===== config.mk =====
export PLATFORM = sky130hd
export DESIGN_NAME = paint_shape_engine_flat
export DESIGN_NICKNAME = d
export VERILOG_FILES = /design/src/rtl/paint_shape_engine_pkg.sv /design/src/rtl/paint_shape_engine_if.sv /design/src/rtl/paint_shape_engine_rect_scanner.sv /design/src/rtl/paint_shape_engine.sv /design/src/flat_wrapper.sv
export SDC_FILE = /design/constraint.sdc
export NUM_CORES = 1
export LEC_CHECK = 0
export CORE_ASPECT_RATIO = 0.5
export CORE_MARGIN = 2
export CORE_UTILIZATION = 45
export DETAILED_ROUTE_END_ITERATION = 16
export PLACE_DENSITY = 0.68
export SYNTH_ARGS = -nofsm -noshare
export SYNTH_HDL_FRONTEND = slang
export SYNTH_SLANG_ARGS = --single-unit

===== constraint.sdc =====
create_clock -name Clock -period 2.07 [get_ports Clock]
set_input_delay 0.3105 -clock Clock [delete_from_list [all_inputs] [get_ports Clock]]
set_output_delay 0.3105 -clock Clock [all_outputs]
set_load 0.1 [all_outputs]

===== src/rtl/paint_shape_engine_pkg.sv =====
// Shared types for the paint shape engine: FSM state encoding and draw-mode constants.
// Latency: n/a (types and constants only).
// Backpressure: n/a.
package paint_shape_engine_pkg;

    typedef enum logic [2:0] {
        ST_IDLE   = 3'd0,
        ST_GET_P2 = 3'd1,
        ST_NORM   = 3'd2,
        ST_SCAN   = 3'd3,
        ST_FINISH = 3'd4
    } state_t;

    localparam logic [1:0] MODE_NONE    = 2'b00;
    localparam logic [1:0] MODE_FREE    = 2'b01;
    localparam logic [1:0] MODE_FILL    = 2'b10;
    localparam logic [1:0] MODE_OUTLINE = 2'b11;

    // Both rectangle modes need a second corner; freeform does not.
    function automatic logic is_rect(input logic [1:0] m);
        return m[1];
    endfunction

endpackage


===== src/rtl/paint_shape_engine_if.sv =====
// Pixel request stream from the shape engine to the VGA adapter write port.
// Latency: n/a (wiring only).
// Backpressure: the slave holds plot_ready low to stall; the master holds x/y/colour stable while plot is high.
// Ports: plot (valid), plot_ready (ready), x_out, y_out, colour_out.
interface paint_shape_engine_if #(
    parameter int X_W = 8,
    parameter int Y_W = 7,
    parameter int C_W = 3
);
    logic           plot;
    logic           plot_ready;
    logic [X_W-1:0] x_out;
    logic [Y_W-1:0] y_out;
    logic [C_W-1:0] colour_out;

    modport master (output plot, x_out, y_out, colour_out, input plot_ready);
    modport slave  (input plot, x_out, y_out, colour_out, output plot_ready);
endinterface


===== src/rtl/paint_shape_engine_rect_scanner.sv =====
// Raster walker over an inclusive rectangle, x fastest; flags border pixels and the final pixel.
// Latency: bounds and counters take effect the cycle after i_load; one pixel per i_step.
// Backpressure: holds position while i_step is low; never steps past the last pixel.
// Ports: Clock, reset_N, i_xmin/i_xmax/i_ymin/i_ymax, i_load, i_step -> o_cx, o_cy, o_on_border, o_last.
module rect_scanner #(
    parameter int X_W = 8,
    parameter int Y_W = 7
) (
    input  logic           Clock,
    input  logic           reset_N,
    input  logic [X_W-1:0] i_xmin,
    input  logic [X_W-1:0] i_xmax,
    input  logic [Y_W-1:0] i_ymin,
    input  logic [Y_W-1:0] i_ymax,
    input  logic           i_load,
    input  logic           i_step,
    output logic [X_W-1:0] o_cx,
    output logic [Y_W-1:0] o_cy,
    output logic           o_on_border,
    output logic           o_last
);
    logic [X_W-1:0] r_xmin, r_xmax, r_cx;
    logic [Y_W-1:0] r_ymin, r_ymax, r_cy;

    always_ff @(posedge Clock or negedge reset_N) begin
        if (!reset_N) begin
            r_xmin <= '0;
            r_xmax <= '0;
            r_ymin <= '0;
            r_ymax <= '0;
            r_cx   <= '0;
            r_cy   <= '0;
        end else if (i_load) begin
            r_xmin <= i_xmin;
            r_xmax <= i_xmax;
            r_ymin <= i_ymin;
            r_ymax <= i_ymax;
            r_cx   <= i_xmin;
            r_cy   <= i_ymin;
        end else if (i_step && !o_last) begin
            // Compare against the bound before incrementing so a bound at
            // the all-ones value never wraps the counter.
            if (r_cx == r_xmax) begin
                r_cx <= r_xmin;
                r_cy <= r_cy + Y_W'(1);
            end else begin
                r_cx <= r_cx + X_W'(1);
            end
        end
    end

    assign o_cx        = r_cx;
    assign o_cy        = r_cy;
    assign o_on_border = (r_cx == r_xmin) || (r_cx == r_xmax) ||
                         (r_cy == r_ymin) || (r_cy == r_ymax);
    assign o_last      = (r_cx == r_xmax) && (r_cy == r_ymax);
endmodule


===== src/rtl/paint_shape_engine.sv =====
// Captures one or two clamped corners on start rising edges, then streams freeform/filled/outline pixels.
// Latency: first pixel two cycles after the final corner capture; one pixel per accepted handshake.
// Backpressure: plot stays high with stable x/y/colour until plot_ready; skipped outline pixels cost one cycle.
// Ports: Clock, reset_N, start, mode, coord_x, coord_y, colour_in, cancel, plot_if (master), busy, done.
module paint_shape_engine
    import paint_shape_engine_pkg::*;
#(
    parameter int X_W   = 8,
    parameter int Y_W   = 7,
    parameter int C_W   = 3,
    parameter int X_MAX = 159,
    parameter int Y_MAX = 119
) (
    input  logic                        Clock,
    input  logic                        reset_N,
    input  logic                        start,
    input  logic [1:0]                  mode,
    input  logic [X_W-1:0]              coord_x,
    input  logic [Y_W-1:0]              coord_y,
    input  logic [C_W-1:0]              colour_in,
    input  logic                        cancel,
    paint_shape_engine_if.master        plot_if,
    output logic                        busy,
    output logic                        done
);
    localparam logic [X_W-1:0] X_LIM = X_W'(X_MAX);
    localparam logic [Y_W-1:0] Y_LIM = Y_W'(Y_MAX);

    state_t         r_state, w_next;
    logic           r_start_q;
    logic [X_W-1:0] r_x1, r_x2;
    logic [Y_W-1:0] r_y1, r_y2;
    logic [C_W-1:0] r_colour;
    logic [1:0]     r_mode;

    logic           w_go, w_cap1, w_cap2, w_load, w_step, w_emit;
    logic [X_W-1:0] w_x_clamp, w_xmin, w_xmax, w_cx;
    logic [Y_W-1:0] w_y_clamp, w_ymin, w_ymax, w_cy;
    logic           w_on_border, w_last;

    assign w_go      = start && !r_start_q;
    assign w_x_clamp = (coord_x > X_LIM) ? X_LIM : coord_x;
    assign w_y_clamp = (coord_y > Y_LIM) ? Y_LIM : coord_y;
    assign w_xmin    = (r_x1 < r_x2) ? r_x1 : r_x2;
    assign w_xmax    = (r_x1 < r_x2) ? r_x2 : r_x1;
    assign w_ymin    = (r_y1 < r_y2) ? r_y1 : r_y2;
    assign w_ymax    = (r_y1 < r_y2) ? r_y2 : r_y1;
    assign w_emit    = (r_mode != MODE_OUTLINE) || w_on_border;

    always_ff @(posedge Clock or negedge reset_N) begin
        if (!reset_N) begin
            r_state   <= ST_IDLE;
            r_start_q <= 1'b0;
            r_x1      <= '0;
            r_y1      <= '0;
            r_x2      <= '0;
            r_y2      <= '0;
            r_colour  <= '0;
            r_mode    <= MODE_NONE;
        end else begin
            r_state   <= w_next;
            r_start_q <= start;
            if (w_cap1) begin
                // Second corner defaults to the first so freeform is a 1x1 rectangle.
                r_x1     <= w_x_clamp;
                r_y1     <= w_y_clamp;
                r_x2     <= w_x_clamp;
                r_y2     <= w_y_clamp;
                r_colour <= colour_in;
                r_mode   <= mode;
            end
            if (w_cap2) begin
                r_x2 <= w_x_clamp;
                r_y2 <= w_y_clamp;
            end
        end
    end

    always_comb begin
        w_next = r_state;
        w_cap1 = 1'b0;
        w_cap2 = 1'b0;
        w_load = 1'b0;
        w_step = 1'b0;
        if (cancel) begin
            w_next = ST_IDLE;
        end else begin
            case (r_state)
                ST_IDLE: begin
                    if (w_go && (mode != MODE_NONE)) begin
                        w_cap1 = 1'b1;
                        w_next = is_rect(mode) ? ST_GET_P2 : ST_NORM;
                    end
                end
                ST_GET_P2: begin
                    if (w_go) begin
                        w_cap2 = 1'b1;
                        w_next = ST_NORM;
                    end
                end
                ST_NORM: begin
                    w_load = 1'b1;
                    w_next = ST_SCAN;
                end
                ST_SCAN: begin
                    // Non-emitted outline pixels advance without a handshake.
                    w_step = !w_emit || plot_if.plot_ready;
                    if (w_step && w_last)
                        w_next = ST_FINISH;
                end
                ST_FINISH: w_next = ST_IDLE;
                default:   w_next = ST_IDLE;
            endcase
        end
    end

    rect_scanner #(.X_W(X_W), .Y_W(Y_W)) u_scan (
        .Clock       (Clock),
        .reset_N     (reset_N),
        .i_xmin      (w_xmin),
        .i_xmax      (w_xmax),
        .i_ymin      (w_ymin),
        .i_ymax      (w_ymax),
        .i_load      (w_load),
        .i_step      (w_step),
        .o_cx        (w_cx),
        .o_cy        (w_cy),
        .o_on_border (w_on_border),
        .o_last      (w_last)
    );

    assign plot_if.plot       = (r_state == ST_SCAN) && w_emit;
    assign plot_if.x_out      = w_cx;
    assign plot_if.y_out      = w_cy;
    assign plot_if.colour_out = r_colour;
    assign busy               = (r_state != ST_IDLE);
    assign done               = (r_state == ST_FINISH);
endmodule


===== src/flat_wrapper.sv =====
// flat-port wrapper written by rule: the top's interface ports become plain ports
module paint_shape_engine_flat import paint_shape_engine_pkg::*;
#(
    parameter int X_W   = 8,
    parameter int Y_W   = 7,
    parameter int C_W   = 3,
    parameter int X_MAX = 159,
    parameter int Y_MAX = 119
)
  (Clock, reset_N, start, mode, coord_x, coord_y, colour_in, cancel, busy, done, plot_if_plot, plot_if_x_out, plot_if_y_out, plot_if_colour_out, plot_if_plot_ready);
  paint_shape_engine_if #(.X_W(X_W), .Y_W(Y_W), .C_W(C_W)) plot_if_i ();
  input  logic Clock;
  input  logic reset_N;
  input  logic start;
  input  logic [1:0] mode;
  input  logic [X_W-1:0] coord_x;
  input  logic [Y_W-1:0] coord_y;
  input  logic [C_W-1:0] colour_in;
  input  logic cancel;
  output logic busy;
  output logic done;
  output wire logic [$bits(plot_if_i.plot)-1:0] plot_if_plot;
  output wire logic [$bits(plot_if_i.x_out)-1:0] plot_if_x_out;
  output wire logic [$bits(plot_if_i.y_out)-1:0] plot_if_y_out;
  output wire logic [$bits(plot_if_i.colour_out)-1:0] plot_if_colour_out;
  input wire logic [$bits(plot_if_i.plot_ready)-1:0] plot_if_plot_ready;
  assign plot_if_plot = plot_if_i.plot;
  assign plot_if_x_out = plot_if_i.x_out;
  assign plot_if_y_out = plot_if_i.y_out;
  assign plot_if_colour_out = plot_if_i.colour_out;
  assign plot_if_i.plot_ready = plot_if_plot_ready;
  paint_shape_engine #(.X_W(X_W), .Y_W(Y_W), .C_W(C_W), .X_MAX(X_MAX), .Y_MAX(Y_MAX)) u_core (.Clock(Clock), .reset_N(reset_N), .start(start), .mode(mode), .coord_x(coord_x), .coord_y(coord_y), .colour_in(colour_in), .cancel(cancel), .plot_if(plot_if_i), .busy(busy), .done(done));
endmodule

Word-level counts from Yosys, hierarchy flattened

Index checks and enable logic that the tools add are counted.

Reduce and logical (&&, ||, !) cells: 22
Mux-type cells: 32
$lt $le $gt $ge: 4
Add/subtract/negate cells: 2
Eq/ne operators: 12

Operators by type and width:

| kind                                                                   | number |
|---|---|
| 8-bit two-way mux                                                      | 8 |
| 7-bit two-way mux                                                      | 8 |
| 8-bit equality test                                                    | 2 |
| 7-bit equality test                                                    | 2 |
| 3-bit two-way mux                                                      | 4 |
| 3-bit one-hot mux with 4 select lines                                  | 1 |
| 1-bit two-way mux                                                      | 10 |
| 3-bit by 2-bit != test with 1-bit output (second input constant)       | 3 |
| 8-bit by 1-bit adder with 8-bit output (second input constant)         | 1 |
| 8-bit > comparator (second input constant)                             | 1 |
| 8-bit < comparator                                                     | 1 |
| 2-bit nonzero test                                                     | 4 |
| 7-bit by 1-bit adder with 7-bit output (second input constant)         | 1 |
| 7-bit > comparator (second input constant)                             | 1 |
| 7-bit < comparator                                                     | 1 |
| 3-bit by 2-bit equality test with 1-bit output (second input constant) | 2 |
| 1-bit logical AND                                                      | 6 |
| 1-bit logical OR                                                       | 5 |
| 3-bit by 1-bit equality test with 1-bit output (second input constant) | 1 |
| 3-bit equality test (second input constant)                            | 1 |
| 1-bit logical NOT                                                      | 3 |
| 3-bit logical NOT                                                      | 1 |
| 3-bit AND reduction                                                    | 1 |
| 3-bit nonzero test                                                     | 1 |
| other kinds (3)                                                        | 3 |

Logic and storage cells: 86
Bits of input ports: 25
Output and inout bits: 21
Register bits: 84

Depth between registers and ports, before layout

Gate-level depths: netlist of run 1.

Depth in word-level cells: 12
Depth in mapped cells: 9
Depth with buffers taken out: 7

Hierarchy

Synthesis of run 1 repeated with hierarchy kept, for this count alone.

Cells, all modules: 465
Area total of the unflattened synthesis: 4802.1 um^2

Modules (own cells, without submodules):

| module             | times used | cells each | seq. area each (um^2) | area each (um^2) |
|---|---|---|---|---|
| rect_scanner       | 1          | 245        | 1126.1                | 2514.9 |
| paint_shape_engine | 1          | 220        | 975.9                 | 2287.2 |

Worst setup path before layout of run 1

OpenSTA, ideal clock, no wires.

Path kind: reg-to-output
Start point: reg u_core.u_scan.r_cy[4], in the netlist u_core.u_scan.o_cy[4]
End point: out plot_if_plot
Stages on the path, launching flop included: 7
Data arrival time: 4.187 ns
Required time: 1.760 ns
Slack: -2.428 ns
Path buffers: 1
Cell sequence: dfrtp_1 > buf_2 > xnor2_1 > nand4_1 > nor2_1 > nor4_1 > nor3_1

Longest elaborated chain between the ends: 5
Elaborated cells between the ends (all ways): 6
Those cells by class: 2 x eq/ne; 4 x reduce/logical

RTL lines:

| what                   | line                                  | text |
|---|---|---|
| from (decl)            | paint_shape_engine_rect_scanner.sv:23 | `logic [Y_W-1:0] r_ymin, r_ymax, r_cy;` |
| from (signal assigned) | paint_shape_engine_rect_scanner.sv:39 | `r_cy <= i_ymin;` |
| from (signal assigned) | paint_shape_engine_rect_scanner.sv:45 | `r_cy <= r_cy + Y_W'(1);` |
| 7-bit equality test    | paint_shape_engine_rect_scanner.sv:55 | `(r_cy == r_ymin) \|\| (r_cy == r_ymax);` |
| 1-bit logical OR       | paint_shape_engine_rect_scanner.sv:54 | `assign o_on_border = (r_cx == r_xmin) \|\| (r_cx == r_xmax) \|\|` |
| 1-bit logical OR *     | paint_shape_engine_rect_scanner.sv:55 |  |
| 1-bit logical OR *     | paint_shape_engine.sv:48              | `assign w_emit = (r_mode != MODE_OUTLINE) \|\| w_on_border;` |
| 1-bit logical AND *    | paint_shape_engine.sv:132             | `assign plot_if.plot = (r_state == ST_SCAN) && w_emit;` |
| to (decl)              | flat_wrapper.sv:22                    | `output wire logic [$bits(plot_if_i.plot)-1:0] plot_if_plot;` |

Mark *: on every way between the ends. The rest lies on a longest branch, timed or not.

Final worst setup path of run 1

Start point: reg u_core.u_scan.r_cx[1], in the netlist u_core.u_scan.o_cx[1]
End point: out plot_if_plot

Longest elaborated chain between the ends: 6
Elaborated cells between the ends (all ways): 7
Those cells by class: 2 x eq/ne; 5 x reduce/logical

RTL lines:

| what                            | line                                  | text |
|---|---|---|
| from (decl)                     | paint_shape_engine_rect_scanner.sv:22 | `logic [X_W-1:0] r_xmin, r_xmax, r_cx;` |
| from (signal assigned)          | paint_shape_engine_rect_scanner.sv:38 | `r_cx <= i_xmin;` |
| from (signal assigned)          | paint_shape_engine_rect_scanner.sv:44 | `r_cx <= r_xmin;` |
| from (signal assigned)          | paint_shape_engine_rect_scanner.sv:47 | `r_cx <= r_cx + X_W'(1);` |
| 8-bit equality test             | paint_shape_engine_rect_scanner.sv:54 |  |
| 1-bit logical OR * (2 in a row) | paint_shape_engine_rect_scanner.sv:54 |  |
| 1-bit logical OR *              | paint_shape_engine_rect_scanner.sv:55 |  |
| 1-bit logical OR *              | paint_shape_engine.sv:48              |  |
| 1-bit logical AND *             | paint_shape_engine.sv:132             |  |

Marked as above.

==> out/qor.csv, run 1 <==
metric,value,unit
run_status,"finished, violations left",
violations,setup timing,
p_per_area,1590,mW/mm^2
power.internal,0.00646,W
ant_nets,0,
drt_iter0_markers,239,
clkLatencyLatePin,0.34,ns
die_area,0.0115,mm^2
synthFlopType,dfrtp_1,
slew_headroom,60.2,%
worst-path-buf-inv,3,
finClkSkew,0.00880,ns
switching_share,43.3,%
h-tree-depth,3,
maxCapViolCount,0,
synth_nets,541,
crit_type,flip-flop to primary output,
critPathMaxFanout,2,
synth_cells,501,
die_h,76.7,um
layout-drive-gt1-share,37.5,%
slew_violations,0,
end_kind,primary output,
initial_core_util,46.4,%
avgSynthCellArea,9.50,um^2
dr.pass1.iters,5,
yosysSeqAreaShare,44.2,%
antenna_found_initial,0,
n_antenna_cell,0,
routed_wl,13500,um
crit_path_start,u_core.u_scan.o_cx[1],
min_path_type,input port to flip-flop,
row_count,26,
hold_start,start,
pin_count,46,
cpMaxStageDelayCell,dfrtp_4,
power.switching,0.00494,W
rsz0062_at_grt,yes,
yosys_warnings,0,
wl_per_cell,16.8,um
tightestPinTransition,0.598,ns
cts_sinks,84,
vdd_drop_max,0.871,mV
grt.total_usage,24.2,%
startpoint_type,flip-flop,
seq_power_share,26.1,%
r2r-start,u_core.r_x2[1],
path_clk_slew,0.06,ns
clkPwrFrac,15.3,%
max_freq,412,MHz
p_comb_share,58.6,%
dr_total_vias,4298,
synth_edf_count,0,
cp_top_family,buffers and inverters,
finalCritPeriodShare,117,%
cpPeakStageDelay,0.49,ns
final_common_cell,buf_4,
synthToLayoutAreaGrowth,50.9,%
crit_required,1.76,ns
cts_tree,yes,
p_total,0.0114,W
cts_inserted_buffers,9,
clockRootBuffer,clkbuf_16,
viasPerCell,5.37,
grt_pass1_vias,4369,
core,0.0102,mm^2
crit_path_cell_trace,buf_6 > xnor2_2 > nand4_1 > o211ai_1 > buf_4 > nor4_4 > nor3_4 > buf_12,
grt_pass1_wl,21600,um
worstPathArrival,2.12,ns
clockBufferDepth,2,
cellLeakagePower,3.21,nW
dp_cells,751,
hpwl,8700,um
final_util,70.1,%
synth-seq-cells,84,
nets,696,
finalWorstSetupSlack,-0.356,ns
period_needed,2.43,ns
syn_area,0.00476,mm^2
overflow,0,
setup-violations-final,29,
hold_violations,0,
ys_async_sr_fraction,100,%
ys_types,59,
gp_congestion,0.851,
drc,0,
fin_cells,801,
port_buffers,45,
mostFrequentLayoutCells,"buf_4, nand2_1, dfrtp_1",
grt_max_degree,45,
die_width,149,um
## cell usage after synthesis (8+ instances only)
library cell,n,share of area [%]
nand2_1,70,5.5
nor3_1,10,1.1
nand3_1,11,1.2
clkbuf_1,16,1.3
xnor2_1,33,6.1
dfrtp_1,84,44
a21oi_1,25,2.6
nand4_1,8,1.1
o21ai_0,34,3.6
o21ai_1,11,1.2
inv_1,18,1.4
nor2_1,39,3.1
ha_1,15,3.9
mux2i_1,38,8.0
## sequential cells by signal, summed over array words and instances, names as in the netlist, 2 cells and up
name,flops
u_core.u_scan.r_ymin,7
u_core.u_scan.r_xmin,8
u_core.r_y1,7
u_core.r_y2,7
u_core.r_x1,8
u_core.u_scan.o_cx,8
u_core.r_mode,2
u_core.r_state,3
u_core.u_scan.r_xmax,8
u_core.plot_if.colour_out,3
u_core.u_scan.r_ymax,7
u_core.u_scan.o_cy,7
u_core.r_x2,8
## what timing repair did
action	CTS	global route
setup buffers	21	11
gates resized for setup	50	33
setup endpoints to repair	28	42
hold buffers	1	0
pin swaps	18	21
gates cloned	2	0
endpoints found under the hold margin	40	0
## per-layer routing
metal / up-vias / global-route usage, % / wire length (um) / part of all wire, %
li1: 2083 / - / - / -
met1: 2085 / 30.6 / 5830 / 43
met2: 105 / 40.7 / 6780 / 50
met3: 25 / 5.30 / 553 / 4.1
met4: 0 / 9.14 / 309 / 2.3
met5: - / 0 / 0 / 0
## final cells by class
class                      count  area [um^2]
tap                          140          175
timing repair buffer         169         1470
sequential                    84         2150
multi-input combinational    374         3000
clock inverter                 5         86.3
clock buffer                  11          233
inverter                      18         67.6
fill                         754         3070
## kinds of logic after synthesis
| group | share of synthesized area, % |
|---|---|
| simple gates | 17.6 |
| compound gates | 16.0 |
| flops | 44.2 |
| buf+inv | 3.81 |
| mux | 8.23 |
| xor+xnor | 6.26 |
| fa+ha+maj | 3.94 |
## through the flow
stage	cell area, um^2	setup TNS, ns	hold slack (ns)	worst slack [ns]
floorplan	4950	-3.62	0.0149	-0.496
global placement	6130	-4.55	0.347	-0.223
detailed placement	6130	-6.94	0.348	-0.299
CTS	6920	-3.74	0.462	-0.308
global route	7180	-7.83	0.480	-0.441
finish	7180	-5.40	0.470	-0.356
## power groups by stage
| stage | sequential [W] | clock [W] | combinational (W) |
|---|---|---|---|
| global placement | 0.00289 | 0 | 0.00519 |
| detailed placement | 0.00291 | 0 | 0.00526 |
| finish | 0.00298 | 0.00174 | 0.00668 |
| floorplan | 0.00403 | 0 | 0.00249 |
| CTS | 0.00292 | 0.00176 | 0.00617 |
| global route | 0.00306 | 0.00183 | 0.00707 |
## path summary, 6_finish.rpt
| kind | endpoint | slack [ns] | cells past startpoint |
|---|---|---|---|
| setup / recovery | plot_if_plot | -0.36 | 8 |
| hold / removal | u_core.r_start_q | 0.47 | 1 |
| setup reg to reg | u_core.u_scan.r_xmax[6] | -0.26 | 10 |
| hold reg to reg | u_core.plot_if.colour_out[0] | 0.47 | 2 |
| max in group asynchronous | u_core.r_start_q | 0.92 | 3 |
| min in group asynchronous | u_core.u_scan.r_ymin[4] | 0.52 | 2 |
Power figures use the tool's default switching activity.
==> inputs of run 2 (changes only) <==
SETUP_SLACK_MARGIN = 0.15   (was default)
==> run 2 against run 1 <==
  * The run ends with hold timing, setup timing left
  * Global-route usage shrank 0.13 points
  * Fmax down 2.7%
  * Non-clock buffer count is 7 lower
  * Critical path depth is the same
  * Critical endpoint unchanged
  * Setup slack lost 0.068 ns
  * Largest power group unchanged
  * Clock-buffer cell count unchanged
  * Register-to-register slack got worse by 0.05 ns
  * Highest routed layer unchanged
  * Die area stayed put
  * First-iteration DRC count rose by 50%
  * Via count grew 2.5%
  * Final area up 1.1%
==> out/qor.csv, run 2 (same netlist as run 1, synthesis figures left out) <==
metric,value,unit
run_status,"finished, violations left",
violations,"hold timing, setup timing",
end_kind,primary output,
cp_top_family,buffers and inverters,
slew_violations,0,
cts_tree,yes,
overflow,0,
viasPerCell,5.55,
nets,688,
pin_count,46,
drc,0,
crit_required,1.76,ns
dr.pass1.iters,5,
power.internal,0.00628,W
crit_path_cell_trace,buf_4 > xnor2_1 > nand4_1 > o211ai_1 > buf_4 > nor4_2 > nor3_4 > buf_12,
grt.total_usage,24.1,%
core,0.0102,mm^2
min_path_type,input port to asynchronous set/reset pin,
p_per_area,1560,mW/mm^2
hpwl,9080,um
slew_headroom,59.2,%
port_buffers,45,
clkLatencyLatePin,0.33,ns
maxCapViolCount,0,
die_width,149,um
finalCritPeriodShare,120,%
worstPathArrival,2.18,ns
final_common_cell,buf_4,
max_freq,401,MHz
wl_per_cell,17.6,um
mostFrequentLayoutCells,"buf_4, nand2_1, dfrtp_1",
power.switching,0.00506,W
seq_power_share,26.4,%
clockBufferDepth,2,
grt_pass1_wl,21500,um
clockRootBuffer,clkbuf_16,
row_count,26,
worst-path-buf-inv,3,
critPathMostFrequentCell,buf_4,
n_antenna_cell,0,
antenna_found_initial,0,
finalWorstSetupSlack,-0.424,ns
cts_inserted_buffers,9,
setup-violations-final,31,
clkPwrFrac,12.8,%
cpPeakStageDelay,0.50,ns
dp_cells,743,
synthToLayoutAreaGrowth,52.5,%
cpMaxStageDelayCell,dfrtp_4,
startpoint_type,flip-flop,
drt_iter0_markers,359,
dr_total_vias,4404,
timing.hold.ws,-0.0158,ns
grt_pass1_vias,4283,
layout-drive-gt1-share,40.3,%
finClkSkew,0.00815,ns
hold_violations,9,
crit_type,flip-flop to primary output,
die_area,0.0115,mm^2
cellLeakagePower,3.20,nW
initial_core_util,46.4,%
vdd_drop_max,0.839,mV
routed_wl,14000,um
rsz0062_at_grt,yes,
cts_sinks,84,
die_h,76.7,um
p_comb_share,60.8,%
gp_congestion,0.912,
switching_share,44.6,%
hold_buffers,0,
path_clk_slew,0.06,ns
grt_max_degree,44,
period_needed,2.49,ns
ant_nets,0,
p_total,0.0113,W
h-tree-depth,3,
tightestPinTransition,0.611,ns
fin_cells,793,
critPathMaxFanout,5,
[run 2: layout make-up]
cell class | count | area [um^2]
Clock buffer | 11 | 233
Clock inverter | 5 | 31.3
Fill cell | 724 | 2990
Inverter | 18 | 67.6
Multi-Input combinational cell | 373 | 3130
Sequential cell | 84 | 2150
Tap cell | 140 | 175
Timing Repair Buffer | 162 | 1480
[run 2: power by group through the flow]
stage	Sequential (W)	Combinational (W)	Clock (W)
finish	0.00299	0.00690	0.00145
global route	0.00306	0.00727	0.00155
CTS	0.00293	0.00629	0.00147
detailed placement	0.00289	0.00527	0
global placement	0.00286	0.00518	0
floorplan	0.00403	0.00252	0
[run 2: worst register-to-register path: stages, from the launching register on]
cell and delay (ns):
dfrtp_1 0.34, inv_1 0.04, ha_1 0.28, a21o_1 0.16
a211o_1 0.31, a221oi_4 0.32, buf_4 0.17, buf_12 0.16
buf_6 0.12, mux2i_1 0.22, o21ai_1 0.12
[run 2: worst paths after layout]
check	start	endpoint	slack, ns	cells past startpoint
max in group asynchronous	reset_N	u_core.u_scan.r_xmax[6]	1.48	2
worst max register to register	u_core.r_x2[1]	u_core.u_scan.r_xmax[1]	-0.31	10
min in group Clock	start	u_core.r_start_q	0.47	1
worst max-delay path	u_core.u_scan.o_cx[6]	plot_if_plot	-0.42	8
worst min register to register	u_core.plot_if.colour_out[1]	u_core.plot_if.colour_out[1]	0.49	2
worst min-delay path	reset_N	u_core.u_scan.r_ymin[5]	-0.02	1
[run 2: what timing repair did]
action                     in CTS  in global routing
setup endpoints to repair      42                 56
cloned                          2                  0
buffers inserted               22                 10
gates resized for setup        64                 47
pin swaps                      28                 27
[run 2: per-stage QoR]
stage / TNS [ns] / setup WS (ns) / area [um^2] / utilization, %
final: -6.18 / -0.424 / 7260 / 70.8
after global routing: -9.21 / -0.499 / 7260 / 70.8
after CTS: -3.76 / -0.377 / 6930 / 67.6
after detailed placement: -5.71 / -0.253 / 6090 / 59.4
after global placement: -3.60 / -0.210 / 6090 / 59.4
after floorplan: -3.63 / -0.496 / 4970 / -
[run 2: routing by layer]
layer | vias up | track usage (%) | share of wire (%)
met2 | 138 | 40.5 | 50
met4 | 0 | 5.52 | 2.2
met5 | - | 0 | 0
met3 | 31 | 4.35 | 4.4
li1 | 2072 | - | -
met1 | 2163 | 32.6 | 43
